==> src/rtl/ts_packet_scheduler_4ch.sv <==
// Round-robin packet scheduler: grants one of four reclock FIFOs a packet read and
// muxes its PKT_LEN bytes onto one registered stream. TS_SCHED_PKT_STAT_EN adds per-channel packet counters.
module ts_packet_scheduler_4ch #(
    parameter int PKT_LEN    = 188,
    parameter int RD_LATENCY = 1,
    parameter int GAP_CYCLES = 4
) (
    input  logic        SYS_CLK,
    input  logic        RST,
    input  logic [3:0]  GOT_FULL_PACKET,
    input  logic [7:0]  DATA_IN0,
    input  logic [7:0]  DATA_IN1,
    input  logic [7:0]  DATA_IN2,
    input  logic [7:0]  DATA_IN3,
    input  logic [3:0]  CH_EN,
    input  logic        OUT_READY,
    output logic [3:0]  GIVE_ME_ONE_PACKET,
    output logic [7:0]  DATA_OUT,
    output logic        D_VALID_OUT,
    output logic        P_SYNC_OUT,
    output logic [1:0]  CH_ID,
    output logic        BUSY,
    output logic [63:0] PKT_CNT
);
    localparam int CNT_W = ($clog2(PKT_LEN + 1) > 8) ? $clog2(PKT_LEN + 1) : 8;

    typedef enum logic [1:0] {S_IDLE, S_WAIT, S_STREAM, S_GAP} state_t;

    state_t           state_q, state_d;
    logic [CNT_W-1:0] cnt_q, cnt_d;
    logic [1:0]       last_q, sel, cand;
    logic [3:0]       req;
    logic             found, grant, last_byte;
    logic [7:0]       din_sel;

    assign req       = GOT_FULL_PACKET & CH_EN;
    assign grant     = (state_q == S_IDLE) && OUT_READY && (req != 4'd0);
    assign last_byte = (state_q == S_STREAM) && (cnt_q == CNT_W'(PKT_LEN - 1));
    assign BUSY      = (state_q != S_IDLE);

    // Search starts just after the last winner, so no channel has fixed priority.
    always_comb begin
        sel   = last_q;
        found = 1'b0;
        cand  = 2'd0;
        for (int i = 1; i < 5; i++) begin
            cand = last_q + 2'(i);
            if (!found && req[cand]) begin
                sel   = cand;
                found = 1'b1;
            end
        end
    end

    always_comb begin
        case (CH_ID)
            2'd0:    din_sel = DATA_IN0;
            2'd1:    din_sel = DATA_IN1;
            2'd2:    din_sel = DATA_IN2;
            default: din_sel = DATA_IN3;
        endcase
    end

    always_comb begin
        state_d = state_q;
        cnt_d   = cnt_q;
        case (state_q)
            S_IDLE: if (grant) begin
                state_d = S_WAIT;
                cnt_d   = '0;
            end
            S_WAIT: if (cnt_q == CNT_W'(RD_LATENCY)) begin
                state_d = S_STREAM;
                cnt_d   = '0;
            end else begin
                cnt_d = cnt_q + 1'b1;
            end
            S_STREAM: if (last_byte) begin
                state_d = S_GAP;
                cnt_d   = '0;
            end else begin
                cnt_d = cnt_q + 1'b1;
            end
            default: if (cnt_q == CNT_W'(GAP_CYCLES - 1)) begin
                state_d = S_IDLE;
                cnt_d   = '0;
            end else begin
                cnt_d = cnt_q + 1'b1;
            end
        endcase
    end

    always_ff @(posedge SYS_CLK or negedge RST) begin
        if (!RST) begin
            state_q            <= S_IDLE;
            cnt_q              <= '0;
            last_q             <= 2'd3;
            CH_ID              <= 2'd0;
            GIVE_ME_ONE_PACKET <= 4'd0;
            DATA_OUT           <= 8'd0;
            D_VALID_OUT        <= 1'b0;
            P_SYNC_OUT         <= 1'b0;
        end else begin
            state_q            <= state_d;
            cnt_q              <= cnt_d;
            GIVE_ME_ONE_PACKET <= grant ? (4'd1 << sel) : 4'd0;
            if (grant) begin
                last_q <= sel;
                CH_ID  <= sel;
            end
            // DATA_OUT only loads while streaming, so it holds between packets.
            if (state_q == S_STREAM) begin
                DATA_OUT    <= din_sel;
                D_VALID_OUT <= 1'b1;
                P_SYNC_OUT  <= (cnt_q == '0);
            end else begin
                D_VALID_OUT <= 1'b0;
                P_SYNC_OUT  <= 1'b0;
            end
        end
    end

`ifdef TS_SCHED_PKT_STAT_EN
    logic [63:0] pkt_cnt_q;

    for (genvar g = 0; g < 4; g++) begin : g_stat
        always_ff @(posedge SYS_CLK or negedge RST) begin
            if (!RST)
                pkt_cnt_q[16*g +: 16] <= 16'd0;
            else if (last_byte && (CH_ID == 2'(g)))
                pkt_cnt_q[16*g +: 16] <= pkt_cnt_q[16*g +: 16] + 16'd1;
        end
    end

    assign PKT_CNT = pkt_cnt_q;
`else
    assign PKT_CNT = 64'd0;
`endif

endmodule
==> config.mk <==
export PLATFORM = sky130hd
export DESIGN_NAME = ts_packet_scheduler_4ch
export DESIGN_NICKNAME = d
export VERILOG_FILES = /design/src/rtl/ts_packet_scheduler_4ch.sv
export SDC_FILE = /design/constraint.sdc
export NUM_CORES = 1
export LEC_CHECK = 0
export CAP_MARGIN = 10
export CORE_ASPECT_RATIO = 2
export CORE_MARGIN = 2
export CORE_UTILIZATION = 35
export CTS_CLUSTER_DIAMETER = 120
export DETAILED_ROUTE_END_ITERATION = 6
export MAX_ROUTING_LAYER = met4
export PLACE_DENSITY_LB_ADDON = 0.25
export SYNTH_ARGS = -nofsm -noshare
export SYNTH_HDL_FRONTEND = slang
export SYNTH_SLANG_ARGS = --single-unit
export TNS_END_PERCENT = 50
==> constraint.sdc <==
create_clock -name SYS_CLK -period 2.45 [get_ports SYS_CLK]
set_clock_uncertainty 0.2 [all_clocks]
set_input_delay 0.3675 -clock SYS_CLK [delete_from_list [all_inputs] [get_ports SYS_CLK]]
set_output_delay 0.3675 -clock SYS_CLK [all_outputs]
set_load 0.005 [all_outputs]
==> run metrics <==
status=finished with violations; failing checks=design-rule violations; GP Congestion=0.794; Setup crit start kind=flip-flop; clock sink total=28; die width=58.8 um; average size of a mapped cell=10.3 um^2; FMAX=451 MHz; Synth cell types=43; synth top area cells=dfrtp_1 (31%), buf_4 (23%), mux4_2 (8.6%); DR vias=1,462; post-layout util=44.5%; hold_buf cts=0; synthesized flop and latch total=28; register area share after synthesis=33.5%; CP max FO=8; drt initial violations=48; Die ar.=6680 um^2; Pre-Repair DR Iteration Count=7; top_reg_cell synth=dfrtp_1; worst slew pin tran=0.551 ns; IO buf count=59; pwr dens=435 nW/um^2; WS Path Type=reg2reg; cell area after placement=2520 um^2; post-route antenna net violation count=0; Post-DP HPWL=3180 um; Core Footprint=5910 um^2; CTS Buf Count=3; Die Height=114 um; relative slew slack=63.3%; IO Count=124; CP Capture Type=flip-flop; period utilisation layout=90.6%; grt total ovfl=0; post-route cell area=2630 um^2; number of synthesized flops with an enable pin=0; crit path DAT=2.22 ns; Routed wire per std cell=12.2 um; vias in the first global route=1,331; pin count of the biggest net entering global routing=29; clk_lat worst skew=0.26 ns; root buf cell=clkbuf_16; TNS Setup=0 ns; Pins Over Slew Limit=0; Final Hold Vio Count=0; number of nets in the layout=314; PostCTS Resize Cnt=0; Clock transition at path regs=0.07 ns; RSZ-0062 raised after global routing=false; ys async rst share=100%; H-tree depth=1; fill count=592; Tot GR Track Use=12.0%; FP Rows=40; crit path time final=2.22 ns; Reg2Reg Depth=6; post-synth top area share=31.0%; Max Cap Viol=0; area leader, netlist=dfrtp_1; initial antenna violation count=0; leakage power=0.00122 uW; Post-Syn Area=2100 um^2; peak supply drop=0.318 mV; postcts setup bufs=0; Area Overhead vs Synth=25.2%; Total Routed Length=3990 um; Yosys warning count=0; Critical R2R Capture=cnt_q[3]; flop-to-flop setup slack=0.23 ns; Min-Delay Path Class=in2async; FF-to-FF Start=cnt_q[0]; layout cells sized above 1=12.5%; WP data required=2.45 ns; crit path from=cnt_q[0]; Vias per Instance=4.48; DR DRC count=9; Setup crit end=cnt_q[3]; first-pass GRT wire length=6150 um; Initial Utilization=35.6%; # diodes=0; Setup violations, final=0; CTS tree=yes; Clock Path Buffers=2; Mapped Cells=203
layer usage:
layer | routed length (um) | share of wire, % | track usage [%]
met3 | 453 | 11 | 3.29
met4 | 37 | 0.93 | 3.64
met5 | 0 | 0 | -
met2 | 2020 | 51 | 19.6
met1 | 1480 | 37 | 14.2
cell families (layout without fill, tap and decap cells):
family / after synthesis / after routing / share of synthesized area (%)
DFF: 28 / 28 / 33.5
AOI/OAI and AO/OA: 31 / 31 / 12.0
other: 1 / 64 / 0.179
and+or+nand+nor: 39 / 39 / 10.3
muxes: 19 / 19 / 14.5
adders and majority gates: 7 / 7 / 4.17
buffers and inverters: 78 / 75 / 25.4
sequential cells by signal, indices dropped and copies added (netlist names):
signal,flops
GIVE_ME_ONE_PACKET,4
D_VALID_OUT,1
CH_ID,2
cnt_q,8
state_q,2
DATA_OUT,8
P_SYNC_OUT,1
last_q,2
worst max-delay path, stage by stage (launching register included):
cell,delay [ns]
dfrtp_1,0.42
ha_1,0.29
and4_1,0.22
a31oi_1,0.36
o31ai_4,0.17
a21oi_2,0.29
a22o_1,0.21
layout make-up:
class,instances,area (um^2),share of cell area (%)
Clock inverter,1,30.0,1.14
Multi-Input combinational cell,160,1100,41.8
Clock buffer,3,75.1,2.85
Tap cell,63,78.8,3.00
Sequential cell,28,703,26.7
Inverter,10,37.5,1.43
Timing Repair Buffer,61,606,23.0
cell usage in the layout (no fill, tap or decap), types with 2 or more instances in the layout:
cell	Yosys	layout
conb_1	1	64
clkdlybuf4s50_1	0	59
dfrtp_1	26	26
nor2_1	11	11
inv_1	10	10
mux2_2	10	10
nand2_1	8	8
mux4_2	8	8
ha_1	7	7
a22o_1	6	6
o21ai_0	4	4
a21o_1	4	4
clkbuf_16	0	3
and2_1	2	2
a31oi_1	2	2
nand4_1	2	2
nor3_1	2	2
nand2b_1	2	2
nor2b_1	2	2
and4_1	2	2
nand3_1	2	2
and3_1	2	2
o21ai_1	2	2
dfstp_2	2	2
buf_4	64	2
power breakdown:
group / total [uW] / internal, uW / switching [uW]
logic: 176 / 111 / 65.5
clock network: 482 / 325 / 157
registers: 486 / 475 / 10.6
Yosys cell counts, types with 2 or more instances:
cell type	instances
dfstp_2	2
nor2b_1	2
o21ai_0	4
mux4_2	8
a31oi_1	2
o21ai_1	2
inv_1	10
nor3_1	2
buf_4	64
a22o_1	6
nand3_1	2
a21o_1	4
and3_1	2
nor2_1	11
mux2_2	10
nand2b_1	2
and2_1	2
clkbuf_1	3
and4_1	2
dfrtp_1	26
nand4_1	2
ha_1	7
nand2_1	8
through the flow:
step	std cells	setup slack (ns)	power [uW]	hold WS, ns
finish	326	0.230	1140	0.285
global route	326	0.111	1200	0.320
CTS	326	0.227	1160	0.302
detailed placement	322	0.194	671	0.295
global placement	322	0.246	668	0.289
floorplan	266	0.451	635	-0.128
worst min-delay path by stage:
stage | startpoint | end | cells past startpoint
global placement | DATA_OUT[3] | DATA_OUT[3] | 1
CTS | RST | DATA_OUT[0] | 2
global route | RST | DATA_OUT[0] | 2
detailed placement | DATA_OUT[2] | DATA_OUT[2] | 1
finish | RST | DATA_OUT[0] | 2
floorplan | RST | CH_ID[0] | 0
Note: power is estimated with default switching activity, not from simulation.
